File: src/rtl/aqalu_pkg.sv
// Shared definitions for the sequential AQALU: opcodes, FSM states, CMP result bits.
package aqalu_pkg;

  localparam logic [3:0] OP_ADD   = 4'b0000;
  localparam logic [3:0] OP_SUB   = 4'b0001;
  localparam logic [3:0] OP_AND   = 4'b0010;
  localparam logic [3:0] OP_OR    = 4'b0011;
  localparam logic [3:0] OP_XOR   = 4'b0100;
  localparam logic [3:0] OP_NOT   = 4'b0101;
  localparam logic [3:0] OP_SHL   = 4'b0110;
  localparam logic [3:0] OP_SHR   = 4'b0111;
  localparam logic [3:0] OP_MUL   = 4'b1000;
  localparam logic [3:0] OP_DIV   = 4'b1001;
  localparam logic [3:0] OP_CMP   = 4'b1010;
  localparam logic [3:0] OP_ROL   = 4'b1011;
  localparam logic [3:0] OP_TIMER = 4'b1111;

  localparam int CMP_LT = 0;
  localparam int CMP_EQ = 1;
  localparam int CMP_GT = 2;

  typedef enum logic [1:0] {
    ST_IDLE  = 2'd0,
    ST_ITER  = 2'd1,
    ST_TIMER = 2'd2
  } state_t;

  function automatic logic is_iter_op(input logic [3:0] op);
    return (op == OP_MUL) || (op == OP_DIV);
  endfunction

endpackage

File: src/rtl/aqalu_iter_muldiv.sv
// Shared WIDTH-step engine: unsigned shift-add multiply or restoring divide.
// The final step is combinational so the caller can register the result on the last edge.
module aqalu_iter_muldiv #(
  parameter int WIDTH = 4
) (
  input  logic               clock,
  input  logic               reset,
  input  logic               go,
  input  logic               is_div,
  input  logic [WIDTH-1:0]   a,
  input  logic [WIDTH-1:0]   b,
  output logic [2*WIDTH-1:0] result,
  output logic               finished
);
  import aqalu_pkg::*;

  localparam int OUT_W = 2 * WIDTH;
  localparam int CNT_W = $clog2(WIDTH);
  localparam logic [CNT_W-1:0] CNT_LAST = CNT_W'(WIDTH - 1);

  logic             active_q;
  logic             div_q;
  logic             dz_q;
  logic [CNT_W-1:0] cnt_q;
  // acc: product accumulator (MUL) or partial remainder (DIV)
  logic [OUT_W-1:0] acc_q, acc_d;
  // mcand: shifting multiplicand (MUL) or divisor in the low bits (DIV)
  logic [OUT_W-1:0] mcand_q, mcand_d;
  // z: multiplier bits consumed LSB first (MUL) or dividend/quotient (DIV)
  logic [WIDTH-1:0] z_q, z_d;

  logic [WIDTH:0]   rem_sh;
  logic [WIDTH+1:0] trial;

  always_comb begin
    rem_sh  = {acc_q[WIDTH-1:0], z_q[WIDTH-1]};
    trial   = {1'b0, rem_sh} - {2'b00, mcand_q[WIDTH-1:0]};
    acc_d   = acc_q;
    mcand_d = mcand_q;
    z_d     = z_q;
    if (div_q) begin
      if (trial[WIDTH+1]) begin
        acc_d = {{(WIDTH-1){1'b0}}, rem_sh};
        z_d   = {z_q[WIDTH-2:0], 1'b0};
      end else begin
        acc_d = {{(WIDTH-1){1'b0}}, trial[WIDTH:0]};
        z_d   = {z_q[WIDTH-2:0], 1'b1};
      end
    end else begin
      acc_d   = acc_q + (z_q[0] ? mcand_q : '0);
      mcand_d = mcand_q << 1;
      z_d     = z_q >> 1;
    end
  end

  assign finished = active_q && (cnt_q == CNT_LAST);

  always_comb begin
    result = acc_d;
    if (div_q) begin
      result = dz_q ? '1 : {z_d, acc_d[WIDTH-1:0]};
    end
  end

  always_ff @(posedge clock) begin
    if (!reset) begin
      active_q <= 1'b0;
      div_q    <= 1'b0;
      dz_q     <= 1'b0;
      cnt_q    <= '0;
      acc_q    <= '0;
      mcand_q  <= '0;
      z_q      <= '0;
    end else if (go) begin
      active_q <= 1'b1;
      div_q    <= is_div;
      dz_q     <= (b == '0);
      cnt_q    <= '0;
      acc_q    <= '0;
      mcand_q  <= {{WIDTH{1'b0}}, (is_div ? b : a)};
      z_q      <= is_div ? a : b;
    end else if (active_q) begin
      acc_q   <= acc_d;
      mcand_q <= mcand_d;
      z_q     <= z_d;
      cnt_q   <= cnt_q + CNT_W'(1);
      if (finished) begin
        active_q <= 1'b0;
      end
    end
  end

endmodule

File: src/rtl/aqalu_seq.sv
// Multi-cycle AQALU: start/busy/done handshake, single-cycle ops, iterative MUL/DIV
// and a free-running seconds timer on opcode 1111.
module aqalu_seq #(
  parameter int WIDTH         = 4,
  parameter int TICKS_PER_SEC = 1000
) (
  input  logic               clock,
  input  logic               reset,
  input  logic [WIDTH-1:0]   A,
  input  logic [WIDTH-1:0]   B,
  input  logic [3:0]         Opcode,
  input  logic               start,
  output logic [2*WIDTH-1:0] Output,
  output logic               busy,
  output logic               done
);
  import aqalu_pkg::*;

  localparam int OUT_W  = 2 * WIDTH;
  localparam int TICK_W = $clog2(TICKS_PER_SEC > 1 ? TICKS_PER_SEC : 2);
  localparam logic [TICK_W-1:0] TICK_LAST = TICK_W'(TICKS_PER_SEC - 1);

  state_t            state_q, state_d;
  logic              exec_q, exec_d;
  logic [WIDTH-1:0]  a_q, a_d, b_q, b_d;
  logic [3:0]        op_q, op_d;
  logic [OUT_W-1:0]  out_q, out_d;
  logic              busy_q, busy_d;
  logic              done_q, done_d;
  logic [TICK_W-1:0] tick_q, tick_d;

  logic              accept;
  logic              go;
  logic [OUT_W-1:0]  alu_res;
  logic [OUT_W-1:0]  eng_result;
  logic              eng_finished;
  logic [WIDTH-1:0]  rol_a;
  logic [WIDTH-1:0]  not_a;
  logic [WIDTH:0]    shl_a;

  // An iterative op waiting to launch also blocks starts, so it cannot be overwritten
  // in the single cycle before busy rises.
  assign accept = start && !busy_q && !(exec_q && is_iter_op(op_q));

  for (genvar gi = 0; gi < WIDTH; gi++) begin : g_rol
    assign rol_a[(gi + 1) % WIDTH] = a_q[gi];
  end

  assign not_a = ~a_q;
  assign shl_a = {a_q, 1'b0};

  always_comb begin
    alu_res = '0;
    case (op_q)
      OP_ADD: alu_res = OUT_W'(a_q) + OUT_W'(b_q);
      OP_SUB: alu_res = OUT_W'(a_q) - OUT_W'(b_q);
      OP_AND: alu_res = OUT_W'(a_q) & OUT_W'(b_q);
      OP_OR:  alu_res = OUT_W'(a_q) | OUT_W'(b_q);
      OP_XOR: alu_res = OUT_W'(a_q) ^ OUT_W'(b_q);
      OP_NOT: alu_res = OUT_W'(not_a);
      OP_SHL: alu_res = OUT_W'(shl_a);
      OP_SHR: alu_res = OUT_W'(a_q) >> 1;
      OP_CMP: begin
        alu_res[CMP_LT] = (a_q < b_q);
        alu_res[CMP_EQ] = (a_q == b_q);
        alu_res[CMP_GT] = (a_q > b_q);
      end
      OP_ROL: alu_res = OUT_W'(rol_a);
      default: alu_res = '0;
    endcase
  end

  aqalu_iter_muldiv #(
    .WIDTH(WIDTH)
  ) u_iter (
    .clock   (clock),
    .reset   (reset),
    .go      (go),
    .is_div  (op_q == OP_DIV),
    .a       (a_q),
    .b       (b_q),
    .result  (eng_result),
    .finished(eng_finished)
  );

  always_comb begin
    state_d = state_q;
    exec_d  = 1'b0;
    a_d     = a_q;
    b_d     = b_q;
    op_d    = op_q;
    out_d   = out_q;
    busy_d  = busy_q;
    done_d  = 1'b0;
    tick_d  = tick_q;
    go      = 1'b0;

    case (state_q)
      ST_ITER: begin
        if (eng_finished) begin
          out_d   = eng_result;
          done_d  = 1'b1;
          busy_d  = 1'b0;
          state_d = ST_IDLE;
        end
      end
      ST_TIMER: begin
        if (tick_q == TICK_LAST) begin
          tick_d = '0;
          out_d  = out_q + OUT_W'(1);
          done_d = 1'b1;
        end else begin
          tick_d = tick_q + TICK_W'(1);
        end
      end
      default: ;
    endcase

    // Latched op executes one edge after acceptance.
    if (exec_q) begin
      if (is_iter_op(op_q)) begin
        go      = 1'b1;
        busy_d  = 1'b1;
        state_d = ST_ITER;
      end else if (op_q == OP_TIMER) begin
        out_d   = '0;
        tick_d  = '0;
        done_d  = 1'b1;
        state_d = ST_TIMER;
      end else begin
        out_d   = alu_res;
        done_d  = 1'b1;
        state_d = ST_IDLE;
      end
    end

    if (accept) begin
      a_d    = A;
      b_d    = B;
      op_d   = Opcode;
      exec_d = 1'b1;
      // A start inside TIMER beats a coincident second boundary.
      if (state_q == ST_TIMER) begin
        state_d = ST_IDLE;
        tick_d  = tick_q;
        out_d   = out_q;
        done_d  = 1'b0;
      end
    end
  end

  always_ff @(posedge clock) begin
    if (!reset) begin
      state_q <= ST_IDLE;
      exec_q  <= 1'b0;
      a_q     <= '0;
      b_q     <= '0;
      op_q    <= '0;
      out_q   <= '0;
      busy_q  <= 1'b0;
      done_q  <= 1'b0;
      tick_q  <= '0;
    end else begin
      state_q <= state_d;
      exec_q  <= exec_d;
      a_q     <= a_d;
      b_q     <= b_d;
      op_q    <= op_d;
      out_q   <= out_d;
      busy_q  <= busy_d;
      done_q  <= done_d;
      tick_q  <= tick_d;
    end
  end

  assign Output = out_q;
  assign busy   = busy_q;
  assign done   = done_q;

endmodule

File: config.mk
export PLATFORM = sky130hd
export DESIGN_NAME = aqalu_seq
export DESIGN_NICKNAME = d
export VERILOG_FILES = /design/src/rtl/aqalu_pkg.sv /design/src/rtl/aqalu_iter_muldiv.sv /design/src/rtl/aqalu_seq.sv
export SDC_FILE = /design/constraint.sdc
export NUM_CORES = 1
export LEC_CHECK = 0
export ABC_AREA = 1
export ABC_CLOCK_PERIOD_IN_PS = 2250
export BUFFER_PORTS_ARGS = -buffer_cell sky130_fd_sc_hd__buf_2
export CORE_MARGIN = 5
export CORE_UTILIZATION = 39
export CTS_CLUSTER_SIZE = 16
export DETAILED_ROUTE_END_ITERATION = 10
export SLEW_MARGIN = 20
export SYNTH_ARGS = -nofsm -noshare
export SYNTH_HDL_FRONTEND = slang
export SYNTH_HIERARCHICAL = 1
export SYNTH_SLANG_ARGS = --single-unit
File: constraint.sdc
create_clock -name clock -period 2.25 [get_ports clock]
set_input_delay 0.45 -clock clock [delete_from_list [all_inputs] [get_ports clock]]
set_output_delay 0.45 -clock clock [all_outputs]
set_load 0.05 [all_outputs]
---- Yosys cells after proc, flatten, opt, wreduce, memory -nomap -nowiden ----
Index checks and enable logic that the tools add are counted.
cells by class
  add/sub/neg operators ................... 7
  bitwise gates (word level) .............. 6
  eq/ne operators ......................... 19
  magnitude comparators ................... 2
  reduce and logical (&&, ||, !) cells .... 13
  muxes and demuxes ....................... 55
operators with widths
  kind                     number
  $mux W8                  11
  $mux W10                 7
  $pmux W5 S8              1
  $mux W4                  8
  $pmux W3 S10             1
  $eq A4 B4 Y1 const B     5
  $mux W1                  17
  $eq A4 B3 Y1 const B     4
  $pmux W8 S2              1
  $mux W2                  7
  $add A10 B1 Y10 const B  1
  $eq A10 B10 Y1 const B   1
  $add A8 B1 Y8 const B    1
  $add A8 B8 Y8            1
  $eq A4 B2 Y1 const B     2
  $logic_not A4 Y1         2
  $sub A5 B4 Y6            1
  $add A4 B4 Y5            1
  $mux W5                  1
  $sub A4 B4 Y5            1
  $and A4 B4 Y4            1
  $eq A2 B2 Y1 const B     2
  $eq A4 B1 Y1 const B     1
  $eq A4 B4 Y1             1
  16 further kinds         23
storage, ports and cells
  flip-flop bits (word level) ............. 60
  output and inout port bits .............. 10
  bits of input ports ..................... 15
  word-level logic and storage cells ...... 119

---- Longest topological paths before layout ----
  depth in word-level cells ............... 11
  depth in mapped cells ................... 18
  mapped depth without buffers ............ 17

---- Modules after synthesis ----
The synthesis kept the hierarchy.
modules (own cells, without submodules)
  module             instances  area an instance (um^2)  sequential area each (um^2)  cells an instance
  aqalu_seq          1          2,693.8                  700.7                        439
  aqalu_iter_muldiv  1          1,893.1                  500.5                        287

---- Least setup slack after synthesis ----
OpenSTA, ideal clock, no wires.
  path kind ............................... register to register
  from .................................... register u_iter.z_q[0]
  to ...................................... register out_q[6] (netlist: Output[6])
  setup slack ............................. 0.199 ns
  required time ........................... 2.118 ns
  path buffers ............................ 1
  library setup time ...................... 0.132 ns
  stages on the path, launching flop included .. 19
  period minus slack after synthesis ...... 2.051 ns
  arrival time ............................ 1.918 ns
  cell sequence ........................... dfxtp_1 buf_6 nand2_1 inv_1 ha_1 inv_1 fa_1 inv_1 nand4_1 nand3_1 nand2_1 nand3_1 nand3_1 a22oi_1 nand2_1 nand2_1 nand2_1 nand2_1 a21oi_1
between the ends
  cells in the longest elaborated chain, start to end .. 10
RTL lines
  item                      RTL line                 text
  start: declaration        aqalu_iter_muldiv.sv:30  logic [WIDTH-1:0] z_q, z_d;
  start signal: assignment  aqalu_iter_muldiv.sv:81  z_q <= is_div ? a : b;
  start signal: assignment  aqalu_iter_muldiv.sv:85  z_q <= z_d;
  $mux W8 *                 aqalu_iter_muldiv.sv:50  acc_d = acc_q + (z_q[0] ? mcand_q : '0);
  $add A8 B8 Y8 *           aqalu_iter_muldiv.sv:50
  $mux W8 *                 aqalu_iter_muldiv.sv:41  if (div_q) begin
  $mux W8 *                 aqalu_iter_muldiv.sv:60  if (div_q) begin
  net eng_result[6]         aqalu_seq.sv:35          logic [OUT_W-1:0] eng_result;
  $mux W8 *                 aqalu_seq.sv:100         if (eng_finished) begin
  $pmux W8 S2 *             aqalu_seq.sv:98          case (state_q)
  $mux W8                   aqalu_seq.sv:121         if (is_iter_op(op_q)) begin
  $mux W8 *                 aqalu_seq.sv:120         if (exec_q) begin
  $mux W8                   aqalu_seq.sv:143         if (state_q == ST_TIMER) begin
  $mux W8 *                 aqalu_seq.sv:137         if (accept) begin
  end signal: assignment    aqalu_seq.sv:169         out_q <= out_d;
  end: declaration          aqalu_seq.sv:27          logic [OUT_W-1:0] out_q, out_d;
Mark *: on every way through the listed nets, which the timed path passes. The rest lies on a longest branch. The select of a mux whose other input is x is not followed.
A chain may end at the register's enable or synchronous reset.

---- Final worst setup path ----
  from .................................... register u_iter.z_q[0]
  to ...................................... register out_q[5] (netlist: Output[5])
between the ends
  cells in the longest elaborated chain, start to end .. 10
  elaborated cells between the ends (all ways) .. 12
  those cells by class .................... add/sub: 1; mux: 11
RTL lines
  item               RTL line
  $mux W8            aqalu_iter_muldiv.sv:50
  $add A8 B8 Y8      aqalu_iter_muldiv.sv:50
  $mux W8            aqalu_iter_muldiv.sv:41
  $mux W8 *          aqalu_iter_muldiv.sv:60
  net eng_result[5]  aqalu_seq.sv:35
  $mux W8 *          aqalu_seq.sv:100
  $pmux W8 S2 *      aqalu_seq.sv:98
  $mux W8            aqalu_seq.sv:121
  $mux W8 *          aqalu_seq.sv:120
  $mux W8            aqalu_seq.sv:143
  $mux W8 *          aqalu_seq.sv:137
Marks and branches as above.

==> summary.txt <==
Status
  • Status: finished clean

GRT
  • Global routing usage on met1: 0.237
  • Vias in the first global route: approximately 4,400
  • Met2 Usage GRT: 0.284
  • GRT Total Usage: 0.178
  • GR Util met3: 0.0411
  • Pin count of the biggest net entering global routing: 27
  • First-pass GRT wire length: roughly 21,000 µm
  • GR Overflow Total: 0
  • Initial antenna violation count: 0
  • Busiest layer in global routing: met2

Detailed routing
  • Drt first pass iters: 5
  • Vias per cell: slightly above 5
  • DRT Wirelength: between 10,000 and 15,000 µm
  • Routed vias: roughly 4,700
  • Residual DRC: 0
  • WL per Instance: 13.7 µm
  • Initial drt markers: between 200 and 300
  • Routed Antenna Nets: 0

Pwr
  • Internal power: roughly 2.4 mW
  • Overall power: roughly 3.3 mW
  • Sw power: ~910 µW
  • Switching share of power: 0.277
  • Peak supply drop: between 0.0004 and 0.0005 V
  • Sequential share of power: 0.356
  • Pwr dens: about 620 mW/mm²
  • Share of total power in combinational logic: 0.168
  • Leak: about 2.5 nW
  • Clock power frac: 0.476

Timing
  • Slew of the pin with the lowest slew margin: a little under 0.5 ns
  • Min Tclk post-route: between 2 and 2.5 ns
  • Final WS setup: 0.161 ns
  • Endpoints failing hold: 0
  • Final setup skew: a little over 0.007 ns
  • Max frequency: about 0.48 GHz
  • RSZ-0062 raised after global routing: true
  • Final Cycle Share: 0.928
  • Slew margin rel.: 0.668
  • Final setup vio count: 0
  • Max Slew Vio Count: 0

Critical path
  • Setup CP Type: reg2reg
  • R2R setup slack: 0.16 ns
  • Launch point of the worst path: u_iter/z_q[0]$_SDFFE_PN0P_
  • Startpoint Class: flip-flop
  • CP endpoint kind: flip-flop
  • Launch point of the worst reg-to-reg path: u_iter/z_q[0]$_SDFFE_PN0P_
  • CP max stage delay: 0.31 ns
  • Cells on worst reg2reg path: 17
  • Critical path cell sequence: buf_6 > nand2_4 > inv_1 > ha_1 > nand2_1 > nand2_2 > nand4_1 > nand2_1 > nand2_1 > nand3_2 > nand3_2 > a221oi_2 > nand2_1 > nand2_1 > nand2_1 > nand2_1 > a21oi_1
  • Slowest CP cell: dfxtp_1
  • Crit path DAT: between 2 and 2.5 ns
  • Cell family with the largest share of critical-path delay: simple AND/OR/NAND/NOR gates
  • Critical Path RT: 2.45 ns
  • Crit path buffers/inverters: 2
  • Worst Path Max Fanout: 9
  • R2r endpoint: Output[5]$_SDFFE_PN0P_
  • Crit path top cell by count: nand2_1

Finish
  • Syn-to-layout area delta: 16.0%
  • Nets: 806
  • Number of diodes: 0
  • Layout cells sized above 1: 0.141

Min path
  • WHS Path Cells: 3
  • Hold EP: b_q[3]$_SDFFE_PN0P_
  • Hold Crit Class: in2reg
  • Hold Path Origin: B[3]

CTS
  • CTS tree: yes
  • # H-tree levels: 3
  • CTS buffer count: 9
  • # clock sinks: 60
  • Clk_lat worst skew: 0.34 ns
  • Buffer depth of the longest clock path: 2
  • Clk root buf: clkbuf_16
  • Cts hold-fix bufs: 0
  • CTS clk-pin slew, worst paths: 0.06 ns

Yosys
  • Largest area contributor in the netlist: dfxtp_1
  • Most common flop cell mapped by yosys: dfxtp_1
  • Top post-synthesis cells by area: dfxtp_1 (26%), nand2_1 (16%), a21oi_1 (8.1%), inv_1 (8.0%), ha_1 (7.6%)
  • Total of warnings raised by yosys: 6
  • Most common cell in the netlist: nand2_1
  • FFs w/ async S/R, synth: 0
  • Top cell type's share of synthesized area: 0.262
  • Number of synthesized flops with an enable pin: 0
  • Netlist Area Pre-Place: approximately 0.0046 mm²
  • Post-Syn Area per Cell: roughly 6.3 µm²
  • Seq/Total Area, Yosys: 0.262
  • Yosys reg bits: 60
  • Mapped Nets: approximately 770
  • Most frequent cells after synthesis: nand2_1 (191), inv_1 (98), a21oi_1 (74)
  • Post-Syn Instances: a little over 700
  • Synth cell types: 44

Floorplan
  • Core footprint: between 0.01 and 0.015 mm²
  • Die W: about 120 µm
  • Initial Util: 0.400
  • Die ar.: roughly 0.014 mm²
  • Die Height: approximately 120 µm
  • I/O Pins: 25
  • Num rows: 39

Placed design
  • Gpl congestion: ~0.91
  • Hpwl dp: 9360 µm
  • Pre-CTS WS: between 0.05 and 0.06 ns
  • Number of port buffers: 24

Run
  • Max-cap violation count: 0
[layer usage]
layer	up-vias	part of all wire
met2	99	0.46
met3	18	0.042
li1	2430	-
met5	-	0
met4	0	0.017
met1	2159	0.48
[registers in the layout, summed over array words and instances (netlist names)]
signal and cells:
u_iter/div_q 1, u_iter/acc_q 8, a_q 4, u_iter/active_q 1, u_iter/cnt_q 2, exec_q 1, u_iter/dz_q 1, op_q 4
state_q 2, u_iter/mcand_q 8, b_q 4, done 1, busy 1, tick_q 10, u_iter/z_q 4, Output 8
[worst register-to-register path, cell delays in order (launching register included)]
cell	delay, ns
dfxtp_1	0.31
buf_6	0.14
nand2_4	0.07
inv_1	0.04
ha_1	0.26
nand2_1	0.06
nand2_2	0.08
nand4_1	0.13
nand2_1	0.09
nand2_1	0.06
nand3_2	0.08
nand3_2	0.07
a221oi_2	0.27
nand2_1	0.08
nand2_1	0.06
nand2_1	0.05
nand2_1	0.05
a21oi_1	0.05
[worst max path at each step]
stage                        endpoint  slack (ns)  cells past startpoint
5_1_grt        Output[5]$_SDFFE_PN0P_       -0.09                     16
4_1_cts        Output[5]$_SDFFE_PN0P_        0.04                     17
3_3_place_gp   Output[5]$_SDFFE_PN0P_        0.06                     17
3_5_place_dp   Output[5]$_SDFFE_PN0P_        0.05                     17
2_1_floorplan  Output[6]$_SDFFE_PN0P_        0.20                     18
6_report       Output[5]$_SDFFE_PN0P_        0.16                     17
[per-stage QoR]
stage	TNS [ns]	hold WS (ns)	area, µm²	utilization	cells
final	0	0.389	5320	0.464	907
after global placement	0	0.456	4880	0.426	890
after CTS	0	0.382	5210	0.455	906
after detailed placement	0	0.471	4880	0.426	890
after global routing	-0.0977	0.390	5320	0.464	907
after floorplan	0	0.444	4590	-	726
[timing repair]
item,4_1_cts,5_1_grt
resized for setup,0,23
setup endpoints to repair,0,6
setup buffers,0,1
[power groups by stage]
| stage | clock [mW] | combinational, mW | sequential (mW) |
|---|---|---|---|
| floorplan | 0 | 0.374 | 1.21 |
| global placement | 0 | 0.537 | 1.19 |
| detailed placement | 0 | 0.539 | 1.19 |
| CTS | 1.62 | 0.543 | 1.17 |
| global route | 1.66 | 0.623 | 1.18 |
| finish | 1.57 | 0.554 | 1.17 |
[layout make-up]
type / instances / area (µm²)
multi-input cells: 540 / 2940
inverters: 107 / 404
clock buffers: 11 / 233
repair buffers: 41 / 251
clock inverters: 5 / 100
well taps: 143 / 179
fillers: 1198 / 6150
flip-flops and latches: 60 / 1210
[layout by cell type (no fill, tap or decap), types with 3 or more instances in the layout]
master,netlist,layout
clkbuf_16,0,9
nand3_2,1,4
buf_4,4,16
nand3_1,65,62
a21oi_2,2,3
o21ai_1,3,3
xnor2_1,4,3
o211ai_1,4,4
dfxtp_1,60,57
nand2_2,5,6
nor2_4,4,4
nor3_1,6,6
inv_2,8,9
a22oi_1,3,3
ha_1,28,24
nand2_4,2,3
a21oi_1,74,73
nand4_1,10,10
nor2_2,5,5
nand2_1,191,189
bufinv_16,0,3
ha_4,0,3
o21ai_0,52,52
inv_1,98,97
a211oi_1,3,3
nor2_1,55,55
buf_2,7,24
[cell families after synthesis]
logic type,after synthesis,share of synthesized area
AO/OA/AOI/OAI,149,0.175
AND/OR/NAND/NOR,353,0.342
flip-flops,60,0.262
XOR/XNOR,6,0.0115
adder cells (fa/ha/maj),32,0.0938
buffers and inverters,126,0.115
(Power assumes the default switching activity.)
